==> src/rtl/nerf_fix_pkg.sv <==
// Shared fixed-point constants, FSM state type and saturation helper for the
// NeRF ray-marching back end.
package nerf_fix_pkg;

    localparam int NINT_BITS   = 12;
    localparam int NFRAC_BITS  = 4;
    localparam int NTOTAL_BITS = 16;
    localparam int N_SAMPLES   = 32;

    // Colour accumulators are 24-bit signed; headroom covers per-sample floor error
    localparam int ACC_BITS = 24;

    // 1.0 in unsigned Q1.15 (transmittance / opacity scale)
    localparam logic [15:0] Q15_ONE = 16'h8000;

    typedef enum logic [1:0] {
        ACC   = 2'd0,
        DRAIN = 2'd1,
        OUT   = 2'd2
    } comp_state_e;

    // Clamp a 24-bit signed accumulator into a signed 16-bit Q12.4 word
    function automatic logic [15:0] sat16(input logic signed [ACC_BITS-1:0] v);
        logic [15:0] r;
        if (v > 24'sd32767) begin
            r = 16'h7FFF;
        end else if (v < -24'sd32768) begin
            r = 16'h8000;
        end else begin
            r = v[15:0];
        end
        return r;
    endfunction

endpackage

==> src/rtl/exp_neg_lut.sv <==
// exp(-i/16) lookup: 256 x 16-bit synchronous ROM, Q1.15 output.
// The table is built at elaboration from integer arithmetic only:
// exp(-1/16) is summed as a Taylor series in Q0.60, then raised to
// successive powers, each entry rounded to nearest into Q1.15.
module exp_neg_lut (
    input  logic        clk,
    input  logic        rst_n,
    input  logic [7:0]  idx_i,
    input  logic        sat_i,
    output logic [15:0] e_o
);

    function automatic logic [4095:0] build_exp_lut();
        logic [63:0]   one_v;
        logic [63:0]   term_v;
        logic [63:0]   r_v;
        logic [63:0]   p_v;
        logic [127:0]  prod_v;
        logic [4095:0] tab_v;
        one_v  = 64'd1 << 60;
        term_v = one_v;
        r_v    = one_v;
        // exp(-x) with x = 1/16: term_k = term_{k-1} * x / k, alternating sign
        for (int k = 1; k < 14; k++) begin
            term_v = term_v / (64'd16 * 64'(k));
            if ((k % 2) == 1) begin
                r_v = r_v - term_v;
            end else begin
                r_v = r_v + term_v;
            end
        end
        p_v   = one_v;
        tab_v = '0;
        for (int i = 0; i < 256; i++) begin
            tab_v[i*16 +: 16] = 16'((p_v + (64'd1 << 44)) >> 45);
            prod_v = {64'd0, p_v} * {64'd0, r_v};
            p_v    = 64'((prod_v + (128'd1 << 59)) >> 60);
        end
        return tab_v;
    endfunction

    localparam logic [4095:0] EXP_TABLE = build_exp_lut();

    logic [15:0] e_q;

    // Registered ROM read; beyond the table range the attenuation is total (e = 0)
    always_ff @(posedge clk) begin
        if (!rst_n) begin
            e_q <= 16'd0;
        end else if (sat_i) begin
            e_q <= 16'd0;
        end else begin
            e_q <= EXP_TABLE[{idx_i, 4'd0} +: 16];
        end
    end

    assign e_o = e_q;

endmodule

==> src/rtl/volume_composite.sv <==
// Front-to-back alpha compositing of one ray's sample stream into a pixel
// colour and accumulated opacity. Two-stage pipeline: S1 forms the optical
// depth and reads exp(-x) from the ROM, S2 updates transmittance and the
// colour accumulators. One ray in flight; result held until consumed.
module volume_composite #(
    parameter int N_SAMPLES  = nerf_fix_pkg::N_SAMPLES,
    parameter int INT_BITS   = nerf_fix_pkg::NINT_BITS,
    parameter int FRAC_BITS  = nerf_fix_pkg::NFRAC_BITS,
    parameter int TOTAL_BITS = INT_BITS + FRAC_BITS
) (
    input  logic                    clk,
    input  logic                    rst_n,
    input  logic                    s_valid,
    output logic                    s_ready,
    input  logic [TOTAL_BITS-1:0]   s_sigma,
    input  logic [TOTAL_BITS-1:0]   s_delta,
    input  logic [3*TOTAL_BITS-1:0] s_rgb,
    output logic                    m_valid,
    input  logic                    m_ready,
    output logic [3*TOTAL_BITS-1:0] m_rgb,
    output logic [15:0]             m_acc
);

    import nerf_fix_pkg::*;

    localparam int CNT_W = $clog2(N_SAMPLES);

    comp_state_e               state_q, state_d;
    logic [CNT_W-1:0]          cnt_q, cnt_d;
    logic                      drain_q, drain_d;
    logic                      s_ready_q;
    logic                      m_valid_q;
    logic [3*TOTAL_BITS-1:0]   m_rgb_q;
    logic [15:0]               m_acc_q;

    logic                      v1_q;
    logic [3*TOTAL_BITS-1:0]   rgb1_q;

    logic [15:0]               t_q, t_d;
    logic signed [ACC_BITS-1:0] acc_q [3];
    logic signed [ACC_BITS-1:0] acc_d [3];

    logic                      accept_s;
    logic [TOTAL_BITS-1:0]     sigma_pos_s;
    logic [31:0]               x_s;
    logic [7:0]                idx_s;
    logic                      sat_s;
    logic [15:0]               e_s;
    logic [15:0]               alpha_s;
    logic [15:0]               w_s;
    logic signed [ACC_BITS-1:0] contrib_s [3];

    assign accept_s = s_valid & s_ready_q;

    // S1 combinational: clamp density at zero, optical depth x (8 fraction bits), LUT index
    always_comb begin
        sigma_pos_s = '0;
        x_s         = 32'd0;
        idx_s       = 8'd0;
        sat_s       = 1'b0;
        if (s_sigma[TOTAL_BITS-1]) begin
            sigma_pos_s = '0;
        end else begin
            sigma_pos_s = s_sigma;
        end
        x_s   = 32'(sigma_pos_s) * 32'(s_delta);
        idx_s = 8'(x_s >> FRAC_BITS);
        sat_s = (x_s >> (FRAC_BITS + 8)) != 32'd0;
    end

    exp_neg_lut u_lut (
        .clk   (clk),
        .rst_n (rst_n),
        .idx_i (idx_s),
        .sat_i (sat_s),
        .e_o   (e_s)
    );

    // S2 combinational: sample weight and per-channel colour contribution
    always_comb begin
        alpha_s = Q15_ONE - e_s;
        w_s     = 16'((32'(t_q) * 32'(alpha_s)) >> 15);
        for (int c = 0; c < 3; c++) begin
            contrib_s[c] = 24'(($signed(33'(w_s)) *
                                33'($signed(rgb1_q[c*TOTAL_BITS +: TOTAL_BITS]))) >>> 15);
        end
    end

    // Transmittance / accumulator next state: reinit on result handshake, else integrate
    always_comb begin
        t_d = t_q;
        for (int c = 0; c < 3; c++) begin
            acc_d[c] = acc_q[c];
        end
        if ((state_q == OUT) && m_ready) begin
            t_d = Q15_ONE;
            for (int c = 0; c < 3; c++) begin
                acc_d[c] = '0;
            end
        end else if (v1_q) begin
            t_d = t_q - w_s;
            for (int c = 0; c < 3; c++) begin
                acc_d[c] = acc_q[c] + contrib_s[c];
            end
        end else begin
            t_d = t_q;
        end
    end

    // Ray FSM next state: count samples, wait two cycles for the pipeline, hold result
    always_comb begin
        state_d = state_q;
        cnt_d   = cnt_q;
        drain_d = drain_q;
        case (state_q)
            ACC: begin
                drain_d = 1'b0;
                if (accept_s) begin
                    cnt_d = cnt_q + CNT_W'(1);
                    if (cnt_q == CNT_W'(N_SAMPLES - 1)) begin
                        state_d = DRAIN;
                    end else begin
                        state_d = ACC;
                    end
                end else begin
                    state_d = ACC;
                end
            end
            DRAIN: begin
                drain_d = 1'b1;
                if (drain_q) begin
                    state_d = OUT;
                end else begin
                    state_d = DRAIN;
                end
            end
            OUT: begin
                if (m_ready) begin
                    state_d = ACC;
                    cnt_d   = '0;
                end else begin
                    state_d = OUT;
                end
            end
            default: begin
                state_d = ACC;
                cnt_d   = '0;
                drain_d = 1'b0;
            end
        endcase
    end

    // Control, pipeline and output registers
    always_ff @(posedge clk) begin
        if (!rst_n) begin
            state_q   <= ACC;
            cnt_q     <= '0;
            drain_q   <= 1'b0;
            s_ready_q <= 1'b0;
            m_valid_q <= 1'b0;
            m_rgb_q   <= '0;
            m_acc_q   <= 16'd0;
            v1_q      <= 1'b0;
            rgb1_q    <= '0;
            t_q       <= Q15_ONE;
            for (int c = 0; c < 3; c++) begin
                acc_q[c] <= '0;
            end
        end else begin
            state_q   <= state_d;
            cnt_q     <= cnt_d;
            drain_q   <= drain_d;
            s_ready_q <= (state_d == ACC);
            m_valid_q <= (state_d == OUT);
            v1_q      <= accept_s;
            if (accept_s) begin
                rgb1_q <= s_rgb;
            end
            t_q <= t_d;
            for (int c = 0; c < 3; c++) begin
                acc_q[c] <= acc_d[c];
            end
            if ((state_q == DRAIN) && (state_d == OUT)) begin
                m_rgb_q <= {sat16(acc_q[2]), sat16(acc_q[1]), sat16(acc_q[0])};
                m_acc_q <= Q15_ONE - t_q;
            end
        end
    end

    assign s_ready = s_ready_q;
    assign m_valid = m_valid_q;
    assign m_rgb   = m_rgb_q;
    assign m_acc   = m_acc_q;

endmodule

==> config.mk <==
export PLATFORM = sky130hd
export DESIGN_NAME = volume_composite
export DESIGN_NICKNAME = d
export VERILOG_FILES = /design/src/rtl/nerf_fix_pkg.sv /design/src/rtl/exp_neg_lut.sv /design/src/rtl/volume_composite.sv
export SDC_FILE = /design/constraint.sdc
export NUM_CORES = 2
export LEC_CHECK = 0
export ABC_AREA = 1
export BUFFER_PORTS_ARGS = -buffer_cell sky130_fd_sc_hd__buf_2
export CORE_ASPECT_RATIO = 0.8
export CORE_MARGIN = 4
export CORE_UTILIZATION = 40
export DETAILED_ROUTE_END_ITERATION = 10
export PLACE_DENSITY = 0.6
export REMOVE_ABC_BUFFERS = 1
export SETUP_SLACK_MARGIN = 0.4
export SYNTH_ARGS = -nofsm -noshare
export SYNTH_HDL_FRONTEND = slang
export SYNTH_SLANG_ARGS = --single-unit
export TNS_END_PERCENT = 5
==> constraint.sdc <==
create_clock -name clk -period 28.3 [get_ports clk]
set_input_delay 5.66 -clock clk [delete_from_list [all_inputs] [get_ports clk]]
set_output_delay 5.66 -clock clk [all_outputs]
set_load 0.005 [all_outputs]
==> impl_metrics.py <==
metrics = {
    "run_status": {
        "status": "completed",
    },
    "global_routing": {
        "grt_start_max_net_pins": 84,
        "grt_busiest_layer": "met2",
        "grt_pass1_vias": 49690,
        "grt_antenna_before_repair": 7,
        "track_usage_pct": 24.52,
        "gr-usage-met3_pct": 5.010,
        "overflow": 0,
        "use_met2_pct": 36.76,
        "use_met1_pct": 36.14,
        "grt_pass1_wl_um": 283900,
    },
    "die": {
        "die_w_um": 427.1,
        "core.rowCount": 122,
        "die_area_um2": 146600,
        "core_um2": 138900,
        "die_h_um": 343.3,
        "initial_utilization_pct": 40.46,
        "top_level_ports": 150,
    },
    "critical_path": {
        "ff2ff_path_depth": 68,
        "r2r_setup_slack_ns": 11.86,
        "crit_start": "u_lut.e_o[0]$_SDFF_PP0_",
        "worstSetupPathType": "flop to flop",
        "cp-end-kind": "flop",
        "worstSetupEndpoint": "acc_q[0][23]$_SDFFE_PP0P_",
        "r2r-end": "acc_q[0][23]$_SDFFE_PP0P_",
        "crit_slowest_cell": "nand2_1",
        "crit_fanout": 21,
        "path_common_cell": "nand2_1",
        "r2r_start": "u_lut.e_o[0]$_SDFF_PP0_",
        "cpPeakStageDelay_ns": 0.86,
        "cp_data_arrival_time_ns": 16.98,
        "worstPathRequired_ns": 28.84,
        "cp-start-kind": "flop",
    },
    "layout": {
        "area_delta_synth_final_pct": 6.089,
        "nets": 9099,
        "final_cell_mix": "inv_1 (1595), nor2_1 (1116), nand2_1 (1110), fa_1 (956), ha_1 (669)",
        "final.fill_count": 14290,
        "drive_gt1_share_pct": 4.210,
        "final_common_cell": "inv_1",
        "final-instance-count-excl-fill": 9273,
    },
    "routing": {
        "drt_iter0_markers": 3981,
        "wl_per_cell_um": 19.26,
        "dr_total_vias": 48850,
        "drt-pass1-iter-count": 6,
        "ant_nets": 0,
        "drc": 0,
        "viasPerCell": 5.268,
        "wirelength_um": 178600,
    },
    "synth": {
        "synth_xor_area_share_pct": 2.291,
        "synthAdderAreaFrac_pct": 48.94,
        "synth-edff-count": 0,
        "muxShareOfSynthArea_pct": 0,
        "synth_compound_area_share_pct": 9.484,
        "synthCells": 7430,
        "synth-seq-area-share_pct": 8.085,
        "syn-cell-area_um2": 56200,
        "syn-mean-instance-area_um2": 7.564,
        "yosysUniqueCellTypes": 62,
        "synth-simple-area-share_pct": 18.39,
        "ys_seq_elements": 227,
        "async_flop_share_pct": 0,
        "synth-warning-count": 0,
        "ys.flop_type": "dfxtp_1",
        "synth_top_family_by_area": "adder cells",
    },
    "timing": {
        "finalMaxSlewViolations": 0,
        "fin_setup_tns_ns": 0,
        "worst_pin_slew_ns": 1.391,
        "relSlewSlack_pct": 7.251,
        "finalHoldViolations": 0,
        "fin_crit_ns": 16.44,
        "skew_ns": 0.02248,
        "max_freq_mhz": 60.82,
        "grt_setup_unrepaired": "no",
        "fin_crit_sh_pct": 58.10,
        "setup_viol": 0,
    },
    "place": {
        "gp_congestion": 0.9244,
        "dpl.cell_count": 9219,
        "portBuffers": 149,
        "dp_hpwl_um": 142200,
    },
    "power": {
        "leakage_nw": 30.87,
        "powerDensity_nw_per_um2": 40.05,
        "irDropWorstVdd_uv": 41.50,
    },
    "cts": {
        "cts_hold_buf": 0,
        "clkSinkCount": 227,
        "cts_tree": "built",
        "cts_htree_levels": 1,
        "post_cts_buffers": 0,
        "clk_pin_slew_ns": 0.06,
        "cts_max_path_buffers": 3,
        "cts_resized": 0,
        "insertion_delay_ns": 0.65,
        "cts_root_buffer": "clkbuf_16",
        "numCtsBuffers": 29,
    },
    "run": {
        "drv_cap": 0,
    },
    "min_path": {
        "hold_class": "flop to flop",
    },
}
==> cell type report <==
class | instances | area [µm²] | area share (%)
flip-flops and latches | 227 | 4548 | 7.628
multi-input cells | 5314 | 44500 | 74.64
well taps | 1860 | 2327 | 3.903
clock inverters | 15 | 240.2 | 0.4029
repair buffers | 198 | 1116 | 1.872
clock buffers | 37 | 805.8 | 1.351
inverters | 1620 | 6081 | 10.20
diodes | 2 | 5.005 | 0.008394
==> report_power, final <==
part	total, W	switching (W)	leakage [nW]	internal, W
clock network	0.000427	0.000180	0.499	0.000248
logic	0.00160	0.00108	28.5	0.000516
registers	0.000359	0.0000277	1.85	0.000332
==> per-layer routing <==
layer  share of wire, %  up-vias
li1                   -    22650
met1                 46    24050
met2                 42     1908
met3                9.3      239
met4                2.8        6
met5              0.020        -
==> through the flow <==
stage	power [W]	setup slack (ns)	cell area, µm²	utilization, %	hold slack, ns
3_3_place_gp	0.001947	12.32	58570	42.17	0.4488
2_1_floorplan	0.001443	14.86	55090	-	0.4453
5_1_grt	0.002604	10.67	59620	42.92	0.4792
6_report	0.002388	11.86	59630	42.92	0.4605
3_5_place_dp	0.001927	12.23	58570	42.17	0.4527
4_1_cts	0.002374	12.15	59620	42.92	0.4626
==> flip-flops by register name (all words and copies together), names as in the netlist, 2 cells and up <==
| name | count |
|---|---|
| acc_q | 72 |
| cnt_q | 5 |
| m_acc | 16 |
| m_rgb | 48 |
| rgb1_q | 48 |
| state_q | 2 |
| t_q | 16 |
| u_lut.e_o | 16 |
==> worst min path at each step <==
| stage | startpoint | to | slack (ns) | depth (start not counted) |
|---|---|---|---|---|
| 2_1_floorplan | cnt_q[4]$_SDFFE_PN0P_ | cnt_q[4]$_SDFFE_PN0P_ | 0.45 | 2 |
| 3_3_place_gp | m_rgb[47]$_SDFFE_PN0P_ | m_rgb[47]$_SDFFE_PN0P_ | 0.45 | 2 |
| 3_5_place_dp | m_rgb[8]$_SDFFE_PN0P_ | m_rgb[8]$_SDFFE_PN0P_ | 0.45 | 2 |
| 4_1_cts | m_rgb[8]$_SDFFE_PN0P_ | m_rgb[8]$_SDFFE_PN0P_ | 0.46 | 2 |
| 5_1_grt | m_rgb[24]$_SDFFE_PN0P_ | m_rgb[24]$_SDFFE_PN0P_ | 0.48 | 2 |
| 6_report | m_rgb[47]$_SDFFE_PN0P_ | m_rgb[47]$_SDFFE_PN0P_ | 0.46 | 2 |
==> cells in the mapped netlist, types with 39 or more instances <==
| library cell | count | area [µm²] |
|---|---|---|
| inv_1 | 1598 | 5998 |
| nor2_1 | 1117 | 4193 |
| nand2_1 | 1113 | 4178 |
| fa_1 | 956 | 19140 |
| ha_1 | 669 | 8371 |
| a21oi_1 | 425 | 2127 |
| o21ai_0 | 328 | 1642 |
| dfxtp_1 | 227 | 4544 |
| clkbuf_1 | 199 | 747.0 |
| nand3_1 | 172 | 860.8 |
| xor2_1 | 99 | 867.1 |
| nor3_1 | 66 | 330.3 |
| xnor2_1 | 48 | 420.4 |
| nand4_1 | 39 | 244.0 |
==> critical path, delay by kind of cell, from the launching register on <==
| family | cells | cell delay, ns |
|---|---|---|
| AOI/OAI and AO/OA | 6 | 1.78 |
| and+or+nand+nor | 29 | 4.99 |
| buffers and inverters | 17 | 1.87 |
| adders and majority gates | 16 | 7.11 |
| DFF | 1 | 0.56 |
==> kinds of logic (layout without fill, tap and decap cells) <==
| kind of cell | count (synthesis) | count (layout) |
|---|---|---|
| compound gates | 955 | 955 |
| xor+xnor | 147 | 147 |
| fa+ha+maj | 1625 | 1625 |
| buf+inv | 1889 | 1870 |
| flops | 227 | 227 |
| other cells | 0 | 2 |
| simple gates | 2587 | 2587 |
Note: power is estimated with default switching activity, not from simulation.
